## src/rtl/bclk_training_ctrl.sv

```systemverilog
// Training controller for one BCLK receive IOD lane: sweeps the delay line to find two
// BCLK transitions, then parks the tap midway between them and reports the result.
module bclk_training_ctrl #(
  parameter int unsigned TAP_MAX    = 127,
  parameter int unsigned SETTLE_CYC = 8,
  parameter int unsigned SAMPLE_CNT = 16
) (
  input  logic       FAB_CLK,
  input  logic       ARST_N,
  input  logic       TRAIN_START,
  input  logic [7:0] RX_DATA,
  input  logic       EYE_MONITOR_EARLY,
  input  logic       EYE_MONITOR_LATE,
  input  logic       DELAY_LINE_OUT_OF_RANGE,
  output logic       DELAY_LINE_LOAD,
  output logic       DELAY_LINE_MOVE,
  output logic       DELAY_LINE_DIRECTION,
  output logic       EYE_MONITOR_CLEAR_FLAGS,
  output logic       TRAIN_BUSY,
  output logic       TRAIN_DONE,
  output logic       TRAIN_ERR,
  output logic [1:0] ERR_CODE,
  output logic [7:0] TAP_COUNT,
  output logic [7:0] EDGE_A,
  output logic [7:0] EDGE_B,
  output logic [7:0] CENTER_TAP
);

  typedef enum logic [3:0] {
    StIdle,
    StLoad,
    StClear,
    StSettle,
    StSample,
    StEval,
    StStep,
    StChkRng,
    StCenter,
    StDone,
    StErr
  } state_e;

  localparam logic [1:0] ErrNoEdge  = 2'b01;
  localparam logic [1:0] ErrOneEdge = 2'b10;
  localparam logic [1:0] ErrRange   = 2'b11;

  state_e     state_q, state_d;
  logic [7:0] cnt_q, cnt_d;
  logic [7:0] ref_q, ref_d;
  logic       unstable_q, unstable_d;
  logic [1:0] phase_q, phase_d;
  logic       gap_q, gap_d;
  logic [7:0] tap_q, tap_d;
  logic [7:0] edge_a_q, edge_a_d;
  logic [7:0] edge_b_q, edge_b_d;
  logic [7:0] center_q, center_d;
  logic       load_q, load_d;
  logic       move_q, move_d;
  logic       dir_q, dir_d;
  logic       clr_q, clr_d;
  logic       busy_q, busy_d;
  logic       done_q, done_d;
  logic       err_q, err_d;
  logic [1:0] code_q, code_d;

  logic [8:0] mid_sum;
  logic       second_edge;

  // Nine-bit sum so the midpoint never loses the carry.
  assign mid_sum = {1'b0, edge_a_q} + {1'b0, tap_q};

  always_comb begin
    state_d     = state_q;
    cnt_d       = cnt_q;
    ref_d       = ref_q;
    unstable_d  = unstable_q;
    phase_d     = phase_q;
    gap_d       = gap_q;
    tap_d       = tap_q;
    edge_a_d    = edge_a_q;
    edge_b_d    = edge_b_q;
    center_d    = center_q;
    done_d      = done_q;
    err_d       = err_q;
    code_d      = code_q;
    load_d      = 1'b0;
    move_d      = 1'b0;
    dir_d       = 1'b0;
    clr_d       = 1'b0;
    second_edge = 1'b0;

    case (state_q)
      StIdle, StDone, StErr: begin
        if (TRAIN_START) begin
          state_d  = StLoad;
          done_d   = 1'b0;
          err_d    = 1'b0;
          code_d   = 2'b00;
          edge_a_d = 8'd0;
          edge_b_d = 8'd0;
          phase_d  = 2'd0;
        end
      end
      StLoad: begin
        load_d  = 1'b1;
        tap_d   = 8'd0;
        state_d = StClear;
      end
      StClear: begin
        clr_d   = 1'b1;
        cnt_d   = 8'd0;
        state_d = StSettle;
      end
      StSettle: begin
        if (cnt_q == 8'(SETTLE_CYC - 1)) begin
          cnt_d      = 8'd0;
          unstable_d = 1'b0;
          state_d    = StSample;
        end else begin
          cnt_d = cnt_q + 8'd1;
        end
      end
      StSample: begin
        if (cnt_q == 8'd0) begin
          ref_d = RX_DATA;
        end else if (RX_DATA != ref_q) begin
          unstable_d = 1'b1;
        end
        if (EYE_MONITOR_EARLY || EYE_MONITOR_LATE) begin
          unstable_d = 1'b1;
        end
        if (cnt_q == 8'(SAMPLE_CNT - 1)) begin
          state_d = StEval;
        end else begin
          cnt_d = cnt_q + 8'd1;
        end
      end
      StEval: begin
        if (phase_q == 2'd0 && unstable_q) begin
          edge_a_d = tap_q;
          phase_d  = 2'd1;
        end else if (phase_q == 2'd1 && !unstable_q) begin
          phase_d = 2'd2;
        end else if (phase_q == 2'd2 && unstable_q) begin
          second_edge = 1'b1;
          edge_b_d    = tap_q;
          center_d    = mid_sum[8:1];
          gap_d       = 1'b0;
          state_d     = StCenter;
        end
        if (!second_edge) begin
          if (tap_q < 8'(TAP_MAX)) begin
            state_d = StStep;
          end else begin
            state_d = StErr;
            err_d   = 1'b1;
            code_d  = (phase_d == 2'd0) ? ErrNoEdge : ErrOneEdge;
          end
        end
      end
      StStep: begin
        move_d  = 1'b1;
        dir_d   = 1'b1;
        tap_d   = tap_q + 8'd1;
        state_d = StChkRng;
      end
      StChkRng: begin
        // Runs while the registered MOVE pulse is on the lane.
        if (DELAY_LINE_OUT_OF_RANGE) begin
          state_d = StErr;
          err_d   = 1'b1;
          code_d  = ErrRange;
        end else begin
          state_d = StClear;
        end
      end
      StCenter: begin
        // gap_q marks the cycle the down pulse is visible; range is checked then.
        if (gap_q) begin
          gap_d = 1'b0;
          if (DELAY_LINE_OUT_OF_RANGE) begin
            state_d = StErr;
            err_d   = 1'b1;
            code_d  = ErrRange;
          end
        end else if (tap_q == center_q) begin
          state_d = StDone;
          done_d  = 1'b1;
        end else begin
          move_d = 1'b1;
          tap_d  = tap_q - 8'd1;
          gap_d  = 1'b1;
        end
      end
      default: state_d = StIdle;
    endcase

    busy_d = !(state_d inside {StIdle, StDone, StErr});
  end

  always_ff @(posedge FAB_CLK or negedge ARST_N) begin
    if (!ARST_N) begin
      state_q    <= StIdle;
      cnt_q      <= 8'd0;
      ref_q      <= 8'd0;
      unstable_q <= 1'b0;
      phase_q    <= 2'd0;
      gap_q      <= 1'b0;
      tap_q      <= 8'd0;
      edge_a_q   <= 8'd0;
      edge_b_q   <= 8'd0;
      center_q   <= 8'd0;
      load_q     <= 1'b0;
      move_q     <= 1'b0;
      dir_q      <= 1'b0;
      clr_q      <= 1'b0;
      busy_q     <= 1'b0;
      done_q     <= 1'b0;
      err_q      <= 1'b0;
      code_q     <= 2'b00;
    end else begin
      state_q    <= state_d;
      cnt_q      <= cnt_d;
      ref_q      <= ref_d;
      unstable_q <= unstable_d;
      phase_q    <= phase_d;
      gap_q      <= gap_d;
      tap_q      <= tap_d;
      edge_a_q   <= edge_a_d;
      edge_b_q   <= edge_b_d;
      center_q   <= center_d;
      load_q     <= load_d;
      move_q     <= move_d;
      dir_q      <= dir_d;
      clr_q      <= clr_d;
      busy_q     <= busy_d;
      done_q     <= done_d;
      err_q      <= err_d;
      code_q     <= code_d;
    end
  end

  assign DELAY_LINE_LOAD         = load_q;
  assign DELAY_LINE_MOVE         = move_q;
  assign DELAY_LINE_DIRECTION    = dir_q;
  assign EYE_MONITOR_CLEAR_FLAGS = clr_q;
  assign TRAIN_BUSY              = busy_q;
  assign TRAIN_DONE              = done_q;
  assign TRAIN_ERR               = err_q;
  assign ERR_CODE                = code_q;
  assign TAP_COUNT               = tap_q;
  assign EDGE_A                  = edge_a_q;
  assign EDGE_B                  = edge_b_q;
  assign CENTER_TAP              = center_q;

endmodule

```

## config.mk

```make
export PLATFORM = sky130hd
export DESIGN_NAME = bclk_training_ctrl
export DESIGN_NICKNAME = d
export VERILOG_FILES = /design/src/rtl/bclk_training_ctrl.sv
export SDC_FILE = /design/constraint.sdc
export NUM_CORES = 1
export LEC_CHECK = 0
export ABC_AREA = 1
export CAP_MARGIN = 40
export CORE_UTILIZATION = 55
export DETAILED_ROUTE_END_ITERATION = 12
export PLACE_DENSITY = 0.83
export SETUP_SLACK_MARGIN = 0.05
export SYNTH_ARGS = -nofsm -noshare
export SYNTH_HDL_FRONTEND = slang
export SYNTH_SLANG_ARGS = --single-unit
```

## constraint.sdc

```tcl
create_clock -name FAB_CLK -period 2.1 [get_ports FAB_CLK]
set_input_delay 0.315 -clock FAB_CLK [delete_from_list [all_inputs] [get_ports FAB_CLK]]
set_output_delay 0.315 -clock FAB_CLK [all_outputs]
set_load 0.01 [all_outputs]
```

# Word level (Yosys, flattened, before mapping)
# Index checks and enable logic that the tools add are counted.
dict set report word_totals {
  ff_bits 65
  latchBits 0
  mem_bits_rw 0
  rom_bits 0
  inputBits 14
  out_inout_bits 41
  wordCells 154
  mem_count 0
}
dict set report classes {
  n_addsub 4
  n_mul 0
  div 0
  magnitude_cmp 1
  n_eq_ne 33
  shift 0
  muxes 65
  n_bitwise 2
  reduce_logical 31
}
# cell count
set op_table {}
lappend op_table {{two-way mux 8 bit} 9}
lappend op_table {{two-way mux 4 bit} 12}
lappend op_table {{one-hot mux 8 bit (3 select lines)} 2}
lappend op_table {{one-hot mux 4 bit (9 select lines)} 1}
lappend op_table {{one-hot mux 8 bit (2 select lines)} 2}
lappend op_table {{inequality test 2 bit, second input constant} 13}
lappend op_table {{two-way mux 1 bit} 23}
lappend op_table {{== test 4 bit, second input constant} 5}
lappend op_table {{two-way mux 2 bit} 9}
lappend op_table {{adder 8 x 1 -> 8 bit, second input constant} 2}
lappend op_table {{== test 4 x 3 -> 1 bit, second input constant} 4}
lappend op_table {{AND reduction 4 bit} 4}
lappend op_table {{AND reduction 5 bit} 2}
lappend op_table {{adder 8 x 8 -> 9 bit} 1}
lappend op_table {{nonzero test 3 bit} 3}
lappend op_table {{== test 4 x 2 -> 1 bit, second input constant} 2}
lappend op_table {{== test 8 x 3 -> 1 bit, second input constant} 1}
lappend op_table {{== test 8 x 4 -> 1 bit, second input constant} 1}
lappend op_table {{== test 8 bit} 1}
lappend op_table {{zero test 4 bit} 2}
lappend op_table {{zero test 8 bit} 1}
lappend op_table {{< comparator 8 x 7 -> 1 bit, second input constant} 1}
lappend op_table {{inequality test 8 bit} 1}
lappend op_table {{one-hot mux 1 bit (2 select lines)} 4}
lappend op_table {{other kinds (18)} 30}

# Depth between registers and ports, before layout
dict set report logic_depth {
  ltp_word 11
  mapped_depth 13
  depth_no_buf 13
}

# Least setup slack after synthesis
# Ideal clock, no wire load.
dict set report synth_timing {
  kind {register -> register}
  start {register state_q[1]}
  end {register tap_q[6] (netlist: TAP_COUNT[6])}
  setup_ns 0.121
  arrival_time_ns 1.830
  required_time_ns 1.979
  setup_slack_ns 0.148
  stages_incl_launch_ff 13
  n_path_buf 0
  period_less_slack_ns 1.952
  path_cell_list {dfrtp_1 > nor2_2 > nand2_2 > inv_2 > ha_1 > a21oi_1 > nand2_1 > nand2_1 > nand2_1 > a21oi_1 > nand2_1 > nand2_1 > o21ai_1}
}
dict set report synth_between {
  elab_chain_cells 3
  elab_cells_between_ends 8
  cone_classes {eq/ne (5); mux (1); reduce/logical (2)}
}
# element line_no
set synth_lines {}
lappend synth_lines {{start: declaration} 47} ;# state_e state_q, state_d;
lappend synth_lines {{start signal: assignment} 203} ;# state_q <= StIdle;
lappend synth_lines {{start signal: assignment} 222} ;# state_q <= state_d;
lappend synth_lines {{== test 4 bit, or another cell as far along} 92} ;# case (state_q)
lappend synth_lines {{inequality test 2 bit (no source line) or nonzero test 3 bit (tied branches)} --}
lappend synth_lines {{AND reduction 3 bit (no source line)} --}
lappend synth_lines {{end signal: assignment} 228} ;# tap_q <= tap_d;
lappend synth_lines {{end: declaration} 53} ;# logic [7:0] tap_q, tap_d;
# Parallel ways exist; a longest one is shown, timed or not.
# A chain may end at the register's enable or synchronous reset.

# Worst setup path in the final report
dict set report layout_timing {
  start {register state_q[3]}
  end {register tap_q[5] (netlist: TAP_COUNT[5])}
}
# The elaborated chain is that of the path after synthesis.

==> flow_summary.toml <==
[synthesis]
synth_cell_type_count = 38
synth_area_mm2 = 0.00389
yosysSeqAreaShare = 0.418
yosys_warnings = 0
synthArstFlopShare = 1.00
synth-seq-cells = 65
synthCells = 505
synthFlopType = "dfrtp_1"
avgSynthCellArea_um2 = 7.71
syn-num-nets = 536
synth_edf_count = 0

[critical_path]
cp_max_fo = 9
cpPeakStageDelay_ns = 0.42
worstSetupEndpointType = "register"
crit_chain = "inv_2 -> nor2_4 -> nand2_2 -> inv_4 -> ha_1 -> a21oi_1 -> nand2_1 -> a21oi_1 -> o21ai_0 -> nand2_1 -> nand2_1 -> o21ai_1"
critPathMostFrequentCell = "nand2_1"
reg2reg_to = "TAP_COUNT[5]"
path_delay_family = "compound AO/OA/AOI/OAI gates"
rrSetupSlack_ns = 0.12
crit_type = "reg2reg"
critPathSlowestCell = "dfrtp_2"
path_buf_inv = 2
cp.arrival_ns = 2.26
crit_path_start_kind = "register"
worstRegToRegCells = 12
r2r_start = "state_q[3]"
worstPathRequired_ns = 2.38

[global_route]
grt_pass1_vias = 3323
track_usage = 0.261
antenna_found_initial = 0
grt_max_degree = 33
gr-total-overflow = 0
grt_pass1_wl_mm = 15.1

[route]
vias = 3503
ant_nets = 0
drtIter0Drc = 320
drt_pass1_iterations = 5
wirelength_mm = 8.96
viasPerCell = 5.18
drc = 0
wire_per_inst_um = 13.3

[sta]
period_needed_ns = 1.98
rsz0062_at_grt = "true"
clock_skew_ns = 0.00369
finalCritPeriodShare = 0.944
setup_viol = 0
relSlewSlack = 0.469
hold_viol_final = 0
slew_violations = 0
worst_pin_slew_ns = 0.797
fmax_mhz = 505

[final_layout]
final_cells = 676
final_cell_mix = "nand2_1, dfrtp_1, inv_1"
final_nets = 606
layout-drive-gt1-share = 0.126
diodes = 0
utilization = 0.708
area_delta_synth_final_pct = 24.3
final_common_cell = "nand2_1"

[clock_network]
clk_path_buf_depth = 2
cts_root_buf = "clkbuf_8"
cts_tree = "yes"
cts_buffers = 9
htree_num_levels = 3
clock-sinks = 65
clk_pin_slew_ns = 0.07
insertion_delay_ns = 0.35

[die]
ios = 55
fp.coreArea_mm2 = 0.00683
start_util = 0.570
die_h_um = 86.1
die_area_mm2 = 0.00741
rows = 30
die_x_um = 86.1

[hold_path]
hold_class = "in2async"

[placed_design]
dp_hpwl_mm = 6.67
place.gp.congestion = 0.962
dp.cells = 658
port_buffers = 54

[power_and_ir_drop]
leakage_nw = 2.40
max-vdd-ir-drop_uv = 717
total_power_mw = 3.53
power.density_mw_per_mm2 = 731

[run]
maxCapViolations = 0

[outcome]
status = "finished clean"
## layout make-up
| type | count | area [um2] |
|---|---|---|
| Fill cell | 559 | 1990 |
| Sequential cell | 65 | 1630 |
| Clock buffer | 10 | 138 |
| Inverter | 68 | 260 |
| Timing Repair Buffer | 64 | 626 |
| Tap cell | 96 | 120 |
| Multi-Input combinational cell | 367 | 1970 |
| Clock inverter | 6 | 91.3 |
## Yosys cell counts, types with 6 or more instances
library cell | number | share of area
nand2_1 | 145 | 0.14
nor3_1 | 8 | 0.010
nand4_1 | 7 | 0.011
nor2_1 | 38 | 0.037
nand2_2 | 8 | 0.013
ha_1 | 15 | 0.048
o21ai_1 | 14 | 0.018
inv_1 | 60 | 0.058
xor2_1 | 8 | 0.018
o21ai_0 | 26 | 0.033
o21ai_2 | 10 | 0.023
nand3_1 | 32 | 0.041
xnor2_1 | 6 | 0.014
a21oi_1 | 21 | 0.027
dfrtp_1 | 65 | 0.42
inv_2 | 6 | 0.0058
## through the flow
step | cell area, um2 | hold WS, ns | setup WS [ns] | setup TNS [ns]
after floorplan | 3890 | 0.0194 | 0.148 | 0
after global placement | 4580 | 0.271 | 0.156 | 0
after detailed placement | 4580 | 0.271 | 0.0796 | 0
after CTS | 4820 | 0.438 | 0.0954 | 0
after global routing | 4840 | 0.455 | -0.0155 | -0.0155
final | 4840 | 0.416 | 0.119 | 0
## state kept, by name, summed over array words and instances, names as in the netlist, 2 cells and up
name,count
ERR_CODE,2
phase_q,2
cnt_q,8
EDGE_B,8
EDGE_A,8
CENTER_TAP,8
ref_q,8
state_q,4
TAP_COUNT,8
## repair_timing
item,CTS,global route
pin swaps,0,0
endpoints found under the setup margin,1,4
cloned,0,0
gates resized for setup,1,6
setup buffers,0,1
hold buffers,1,0
hold endpoints to repair,17,0
## where the power goes
group / switching (mW) / total [mW] / leakage, nW / internal [mW]
Sequential: 0.0700 / 1.41 / 0.855 / 1.34
Combinational: 0.610 / 0.917 / 1.43 / 0.307
Clock: 0.504 / 1.21 / 0.116 / 0.704
## worst max path at each step
| stage | from | end | slack [ns] | cells past startpoint |
|---|---|---|---|---|
| 3_3_place_gp | state_q[3] | TAP_COUNT[6] | 0.16 | 13 |
| 4_1_cts | state_q[3] | TAP_COUNT[6] | 0.1 | 13 |
| 2_1_floorplan | state_q[1] | TAP_COUNT[6] | 0.15 | 12 |
| 3_5_place_dp | state_q[3] | TAP_COUNT[6] | 0.08 | 13 |
| 6_report | state_q[3] | TAP_COUNT[5] | 0.12 | 12 |
| 5_1_grt | state_q[3] | TAP_COUNT[5] | -0.02 | 12 |
## layer usage
metal / track usage / wire, um / vias to the layer above
met5: 0 / 0 / -
met1: 0.361 / 4200 / 1582
met2: 0.407 / 4020 / 140
met4: 0.0818 / 108 / 0
met3: 0.0635 / 632 / 12
li1: - / - / 1769
## cell families (layout without fill, tap and decap cells)
logic type                 Yosys count  count (layout)  share of synthesized area
AOI/OAI and AO/OA                   80              80                      0.118
xor gates and xnor gates            14              14                     0.0315
adders and majority gates           17              17                     0.0585
buffers and inverters               73             148                     0.0775
DFF                                 65              65                      0.418
muxes                                4               4                     0.0135
and+or+nand+nor                    252             252                      0.283
Power figures use the tool's default switching activity.
